File: src/rtl/conv_layer_scheduler.sv
// conv_layer_scheduler: sequences a multi-layer convolution run. For each
// layer it streams WEIGHT_COUNT weight words from an AXI-Stream slave into
// the weight buffer, kicks the compute engine, and waits for completion.
//
// Ports
//   clk, rst_n            : clock, asynchronous active-low reset
//   start, cfg_num_layers : sequence request and layer count (sampled in IDLE)
//   abort                 : synchronous return to IDLE
//   s_axis_*              : weight stream (tdata/tvalid/tlast in, tready out)
//   weight_wr_*           : weight-buffer write port (one cycle after handshake)
//   conv_start/conv_done  : compute kick pulse / completion pulse
//   layer_idx, busy, done : progress and status
//   err_tlast             : sticky framing error (tlast misplaced)
module conv_layer_scheduler #(
    parameter int unsigned WEIGHT_COUNT = 77,
    parameter int unsigned MAX_LAYERS   = 8
) (
    input  logic        clk,
    input  logic        rst_n,
    input  logic        start,
    input  logic        abort,
    input  logic [3:0]  cfg_num_layers,
    input  logic [31:0] s_axis_tdata,
    input  logic        s_axis_tvalid,
    input  logic        s_axis_tlast,
    output logic        s_axis_tready,
    output logic [31:0] weight_wr_data,
    output logic [7:0]  weight_wr_addr,
    output logic        weight_wr_en,
    output logic        conv_start,
    input  logic        conv_done,
    output logic [3:0]  layer_idx,
    output logic        busy,
    output logic        done,
    output logic        err_tlast
);

    localparam int unsigned BEAT_W = $clog2(WEIGHT_COUNT + 1);
    localparam logic [BEAT_W-1:0] LAST_BEAT  = BEAT_W'(WEIGHT_COUNT - 1);
    localparam logic [BEAT_W-1:0] BEAT_LIMIT = BEAT_W'(WEIGHT_COUNT);

    typedef enum logic [2:0] {
        IDLE   = 3'd0,
        LOAD   = 3'd1,
        KICK   = 3'd2,
        WAIT   = 3'd3,
        FINISH = 3'd4
    } state_t;

    state_t              state_q, state_d;
    logic [BEAT_W-1:0]   beat_q, beat_d;
    logic [3:0]          num_q, num_d;
    logic [3:0]          layer_q, layer_d;
    logic                ready_q, ready_d;
    logic                wr_en_q, wr_en_d;
    logic [31:0]         wr_data_q, wr_data_d;
    logic [7:0]          wr_addr_q, wr_addr_d;
    logic                kick_q, kick_d;
    logic                busy_q, busy_d;
    logic                done_q, done_d;
    logic                err_q, err_d;
    logic                hs;
    logic                cfg_ok;

    assign hs     = s_axis_tvalid & ready_q;
    assign cfg_ok = (cfg_num_layers != 4'd0) && (32'(cfg_num_layers) <= MAX_LAYERS);

    // State and registered-output flops
    always_ff @(posedge clk or negedge rst_n) begin
        if (!rst_n) begin
            state_q   <= IDLE;
            beat_q    <= '0;
            num_q     <= '0;
            layer_q   <= '0;
            ready_q   <= 1'b0;
            wr_en_q   <= 1'b0;
            wr_data_q <= '0;
            wr_addr_q <= '0;
            kick_q    <= 1'b0;
            busy_q    <= 1'b0;
            done_q    <= 1'b0;
            err_q     <= 1'b0;
        end else begin
            state_q   <= state_d;
            beat_q    <= beat_d;
            num_q     <= num_d;
            layer_q   <= layer_d;
            ready_q   <= ready_d;
            wr_en_q   <= wr_en_d;
            wr_data_q <= wr_data_d;
            wr_addr_q <= wr_addr_d;
            kick_q    <= kick_d;
            busy_q    <= busy_d;
            done_q    <= done_d;
            err_q     <= err_d;
        end
    end

    // Next-state and next-output logic; abort overrides everything
    always_comb begin
        state_d   = state_q;
        beat_d    = beat_q;
        num_d     = num_q;
        layer_d   = layer_q;
        wr_en_d   = 1'b0;
        wr_data_d = wr_data_q;
        wr_addr_d = wr_addr_q;
        err_d     = err_q;

        if (abort) begin
            state_d = IDLE;
            beat_d  = '0;
        end else begin
            case (state_q)
                IDLE: begin
                    if (start) begin
                        err_d = 1'b0;
                        if (cfg_ok) begin
                            state_d = LOAD;
                            num_d   = cfg_num_layers;
                            layer_d = '0;
                            beat_d  = '0;
                        end else begin
                            state_d = FINISH;
                        end
                    end
                end
                LOAD: begin
                    if (hs) begin
                        wr_en_d   = 1'b1;
                        wr_data_d = s_axis_tdata;
                        wr_addr_d = 8'(beat_q);
                        beat_d    = beat_q + BEAT_W'(1);
                        // tlast must appear on the final beat and nowhere else
                        if (s_axis_tlast != (beat_q == LAST_BEAT)) begin
                            err_d = 1'b1;
                        end
                        if (beat_q == LAST_BEAT) begin
                            state_d = KICK;
                        end
                    end
                end
                KICK: begin
                    state_d = WAIT;
                end
                WAIT: begin
                    if (conv_done) begin
                        if (layer_q == num_q - 4'd1) begin
                            state_d = FINISH;
                        end else begin
                            state_d = LOAD;
                            layer_d = layer_q + 4'd1;
                            beat_d  = '0;
                        end
                    end
                end
                FINISH: begin
                    state_d = IDLE;
                end
                default: begin
                    state_d = IDLE;
                end
            endcase
        end

        // Status outputs are registered views of the upcoming state
        ready_d = (state_d == LOAD) && (beat_d < BEAT_LIMIT);
        kick_d  = (state_d == KICK);
        busy_d  = (state_d != IDLE);
        done_d  = (state_d == FINISH);
    end

    assign s_axis_tready  = ready_q;
    assign weight_wr_en   = wr_en_q;
    assign weight_wr_data = wr_data_q;
    assign weight_wr_addr = wr_addr_q;
    assign conv_start     = kick_q;
    assign layer_idx      = layer_q;
    assign busy           = busy_q;
    assign done           = done_q;
    assign err_tlast      = err_q;

endmodule

File: config.mk
export PLATFORM = sky130hd
export DESIGN_NAME = conv_layer_scheduler
export DESIGN_NICKNAME = d
export VERILOG_FILES = /design/src/rtl/conv_layer_scheduler.sv
export SDC_FILE = /design/constraint.sdc
export NUM_CORES = 1
export LEC_CHECK = 0
export CORE_MARGIN = 1.5
export CORE_UTILIZATION = 40
export CTS_CLUSTER_DIAMETER = 80
export DETAILED_ROUTE_END_ITERATION = 7
export GPL_ROUTABILITY_DRIVEN = 0
export PLACE_DENSITY = 0.71
export SYNTH_ARGS = -nofsm -noshare
export SYNTH_HDL_FRONTEND = slang
export SYNTH_SLANG_ARGS = --single-unit
File: constraint.sdc
create_clock -name clk -period 4.8 [get_ports clk]
set_input_delay 0.48 -clock clk [delete_from_list [all_inputs] [get_ports clk]]
set_output_delay 0.48 -clock clk [all_outputs]
set_load 0.1 [all_outputs]
==> metrics.md <==
| Metric | Value |
|---|---|
| Status | `finished clean` |
| Max Transition Viols Final | `0` |
| Hold Buf Count CTS | `0` |
| Reg-to-Reg End | `weight_wr_data[0]$_DFFE_PN0P_` |
| Vias per inst | `around 5.1` |
| Critical-path cell list | `nor3b_2 > nand2_1 > nor2_4 > mux2_2` |
| First-pass GRT wire length | `slightly below 10000 microns` |
| Flops & latches, synth | `63` |
| Mean Syn Cell Area | `between 10 and 15 sq um` |
| WL final | `about 6200 microns` |
| Internal | `~0.0011 W` |
| CTS tree | `done` |
| EDFF count, synth | `0` |
| FP Rows | `31` |
| Total grt overflow | `0` |
| Worst slack, placed | `about 1800 ps` |
| Most frequent cells in the layout | `clkdlybuf4s50_1 (90), dfrtp_1 (63), mux2_2 (37)` |
| Chip width | `between 80 and 90 microns` |
| DR iter-0 viols | `84` |
| Total setup buffers inserted after CTS | `0` |
| Core Util, Final | `0.5772` |
| Maximum clock rate | `368.8 MHz` |
| Power per cell area | `about 430 nW/um^2` |
| Mapped Nets | `289` |
| Distinct cells, synth | `53` |
| Gate Count Post-Synth | `~240` |
| Gate power share | `0.368` |
| Power share of the clock group | `0.278` |
| R2r setup slk | `2090 ps` |
| Sw Pwr | `0.0007102 W` |
| Cell Area, Synth | `between 2000 and 3000 sq um` |
| Crit-path slowest cell | `nor2_4` |
| HP Class | `primary input to async pin` |
| CTS Buf Count | `9` |
| Initial antenna violation count | `0` |
| Antenna diode count | `0` |
| Critical path launch point type | `flop` |
| Setup TNS | `0 ps` |
| Slew Limit Headroom | `0.2730` |
| Post-Synth XOR/XNOR Area | `0.02690` |
| Share of layout cells above drive strength 1 | `0.1935` |
| Vias in the first global route | `~2100` |
| Mux cell area share after synthesis | `0.1614` |
| Sequential power share | `0.354` |
| Antenna Nets Post-Route | `0` |
| Post-CTS sizing | `0` |
| Seq/Total Area, Yosys | `0.5380` |
| Leading cell types by total area after synthesis | `dfrtp_1 (54%), mux2_2 (14%), xor2_1 (2.1%), nor2_1 (2.0%), mux2_1 (1.9%)` |
| Layout area overhead | `41.33%` |
| Port Buf Inserts | `91` |
| Cell taking the most area after synthesis | `dfrtp_1` |
| Min Tclk post-route | `between 2000 and 3000 ps` |
| Simple-gate share of the synthesized area | `0.1217` |
| Data arrival, critical path | `2930 ps` |
| Ys flop type | `dfrtp_1` |
| Most common cell after layout, fill and taps aside | `clkdlybuf4s50_1` |
| Worst r2r path cells | `4` |
| RSZ-0062 raised after global routing | `no` |
| Worst Clk Skew | `between 8 and 9 ps` |
| Clock Pin Slew Worst Setup and Hold Paths | `about 70 ps` |
| Worst path max stage delay | `880 ps` |
| # H-tree levels | `3` |
| DRC | `0` |
| Slew @ Worst Pin | `between 1000 and 1500 ps` |
| Final nets | `383` |
| All-Layer GR Usage | `0.1658` |
| Largest net degree at the start of global routing | `64` |
| Synth Warn # | `0` |
| Top-area cell type share of the netlist area | `0.5380` |
| CP Max Fanout | `40` |
| Maxcap violations | `0` |
| Die Ht | `88.59 microns` |
| Leakage | `between 1.5 and 2 nW` |
| Final Hold Fails | `0` |
| I/O pins | `between 90 and 100` |
| Drt pass-1 iters | `4` |
| Setup-failing EPs final | `0` |
| Core ar. | `7176 sq um` |
| Routed len/inst | `between 10 and 15 microns` |
| Worst path required time | `around 5000 ps` |
| CTS Root Cell | `clkbuf_8` |
| Largest family of logic cells by synthesized area | `multiplexers` |
| Fin crit share | `0.5649` |
| PnR worst setup slack | `between 2000 and 2500 ps` |
| CP endpoint kind | `flop` |
| Clock Latency Late Sink | `~330 ps` |
| VDD IR max | `approximately 240 uV` |
| Compound-gate portion of the synthesized area | `0.1080` |
| Vias | `~2300` |
| Initial Utilization | `0.4084` |
| R2r startpoint | `state_q[0]$_DFF_PN0_` |
| Adder-cell area share of the yosys netlist | `0.01708` |
| Switching Fraction | `0.4009` |
| Post-DP HPWL | `approximately 4500 microns` |
| Die area | `approximately 7800 sq um` |
| CTS sink count | `63` |
| Ys async rst share | `1.000` |
| Clock Path Buffers | `2` |
| Setup CP Type | `flop to flop` |
logic make-up after synthesis:
| kind of cell | Yosys count |
|---|---|
| simple gates | 63 |
| flops | 63 |
| fa+ha+maj | 4 |
| other cells | 1 |
| mux | 42 |
| xor+xnor | 9 |
| buf+inv | 17 |
| compound gates | 43 |
power groups by stage:
| stage | sequential [W] | combinational (W) | clock [W] |
|---|---|---|---|
| global placement | 0.000635 | 0.000650 | 0 |
| floorplan | 0.000999 | 0.000115 | 0 |
| global route | 0.000635 | 0.000679 | 0.000529 |
| finish | 0.000627 | 0.000652 | 0.000493 |
| CTS | 0.000628 | 0.000656 | 0.000509 |
| detailed placement | 0.000638 | 0.000654 | 0 |
metal layers:
metal  GRT usage  vias up  routed length (microns)
li1            -     1071                        -
met1      0.2118     1096                     2625
met2      0.2623       76                     3130
met3     0.04291       10                      381
met4     0.08239        0                      104
met5           0        -                        0
worst max-delay path by stage:
stage,start,end,slack (ps)
floorplan,layer_idx[3]$_DFFE_PN0P_,busy$_DFF_PN0_,2360
global placement,s_axis_tvalid,weight_wr_addr[6]$_DFFE_PN0P_,1850
detailed placement,s_axis_tvalid,weight_wr_data[21]$_DFFE_PN0P_,1770
CTS,state_q[0]$_DFF_PN0_,weight_wr_data[30]$_DFFE_PN0P_,2050
global route,state_q[2]$_DFF_PN0_,weight_wr_data[27]$_DFFE_PN0P_,1830
finish,state_q[0]$_DFF_PN0_,weight_wr_data[0]$_DFFE_PN0P_,2090
registers in the layout, indices dropped and copies added, names as in the netlist:
| signal | cells |
|---|---|
| weight_wr_data | 32 |
| beat_q | 7 |
| weight_wr_addr | 7 |
| layer_idx | 4 |
| num_q | 4 |
| state_q | 3 |
| busy | 1 |
| conv_start | 1 |
| done | 1 |
| err_tlast | 1 |
| s_axis_tready | 1 |
| weight_wr_en | 1 |
through the flow:
stage	area [sq um]	hold slack, ps	instances	total power (W)
5_1_grt	4141	377.9	440	0.001843
3_3_place_gp	3930	471.0	424	0.001285
2_1_floorplan	2930	184.4	242	0.001114
6_report	4141	294.8	440	0.001771
3_5_place_dp	3930	474.0	424	0.001292
4_1_cts	4141	337.5	440	0.001793
worst max-delay path, delay by kind of cell (launching register included):
family | cells | cell delay (ps)
flops | 1 | 480
mux | 1 | 420
simple gates | 3 | 1680
synth_stat cells (all sizes together), types with 2 or more instances:
library cell and number:
a211o 2, a311oi 2, ha 4, xor2 7, clkbuf 2, mux2 42, o211ai 3, and2 2
dfrtp 63, nand4 3, and3 2, a32oi 2, a211oi 2, nor3 6, buf 7, or2 2
nand3 3, a31oi 6, nor2 16, nand2b 3, nand4b 2, xnor2 2, inv 8, a21o 2
o21ai 9, a21oi 5, nand2 15, o31ai 2
cell type report:
type,instances,area (sq um)
tap,99,123.9
multi-input combinational,162,1286
timing repair buffer,92,913.4
inverter,8,30.03
clock inverter,6,83.83
clock buffer,10,127.6
fill,620,3034
sequential,63,1577
Power figures use the tool's default switching activity.
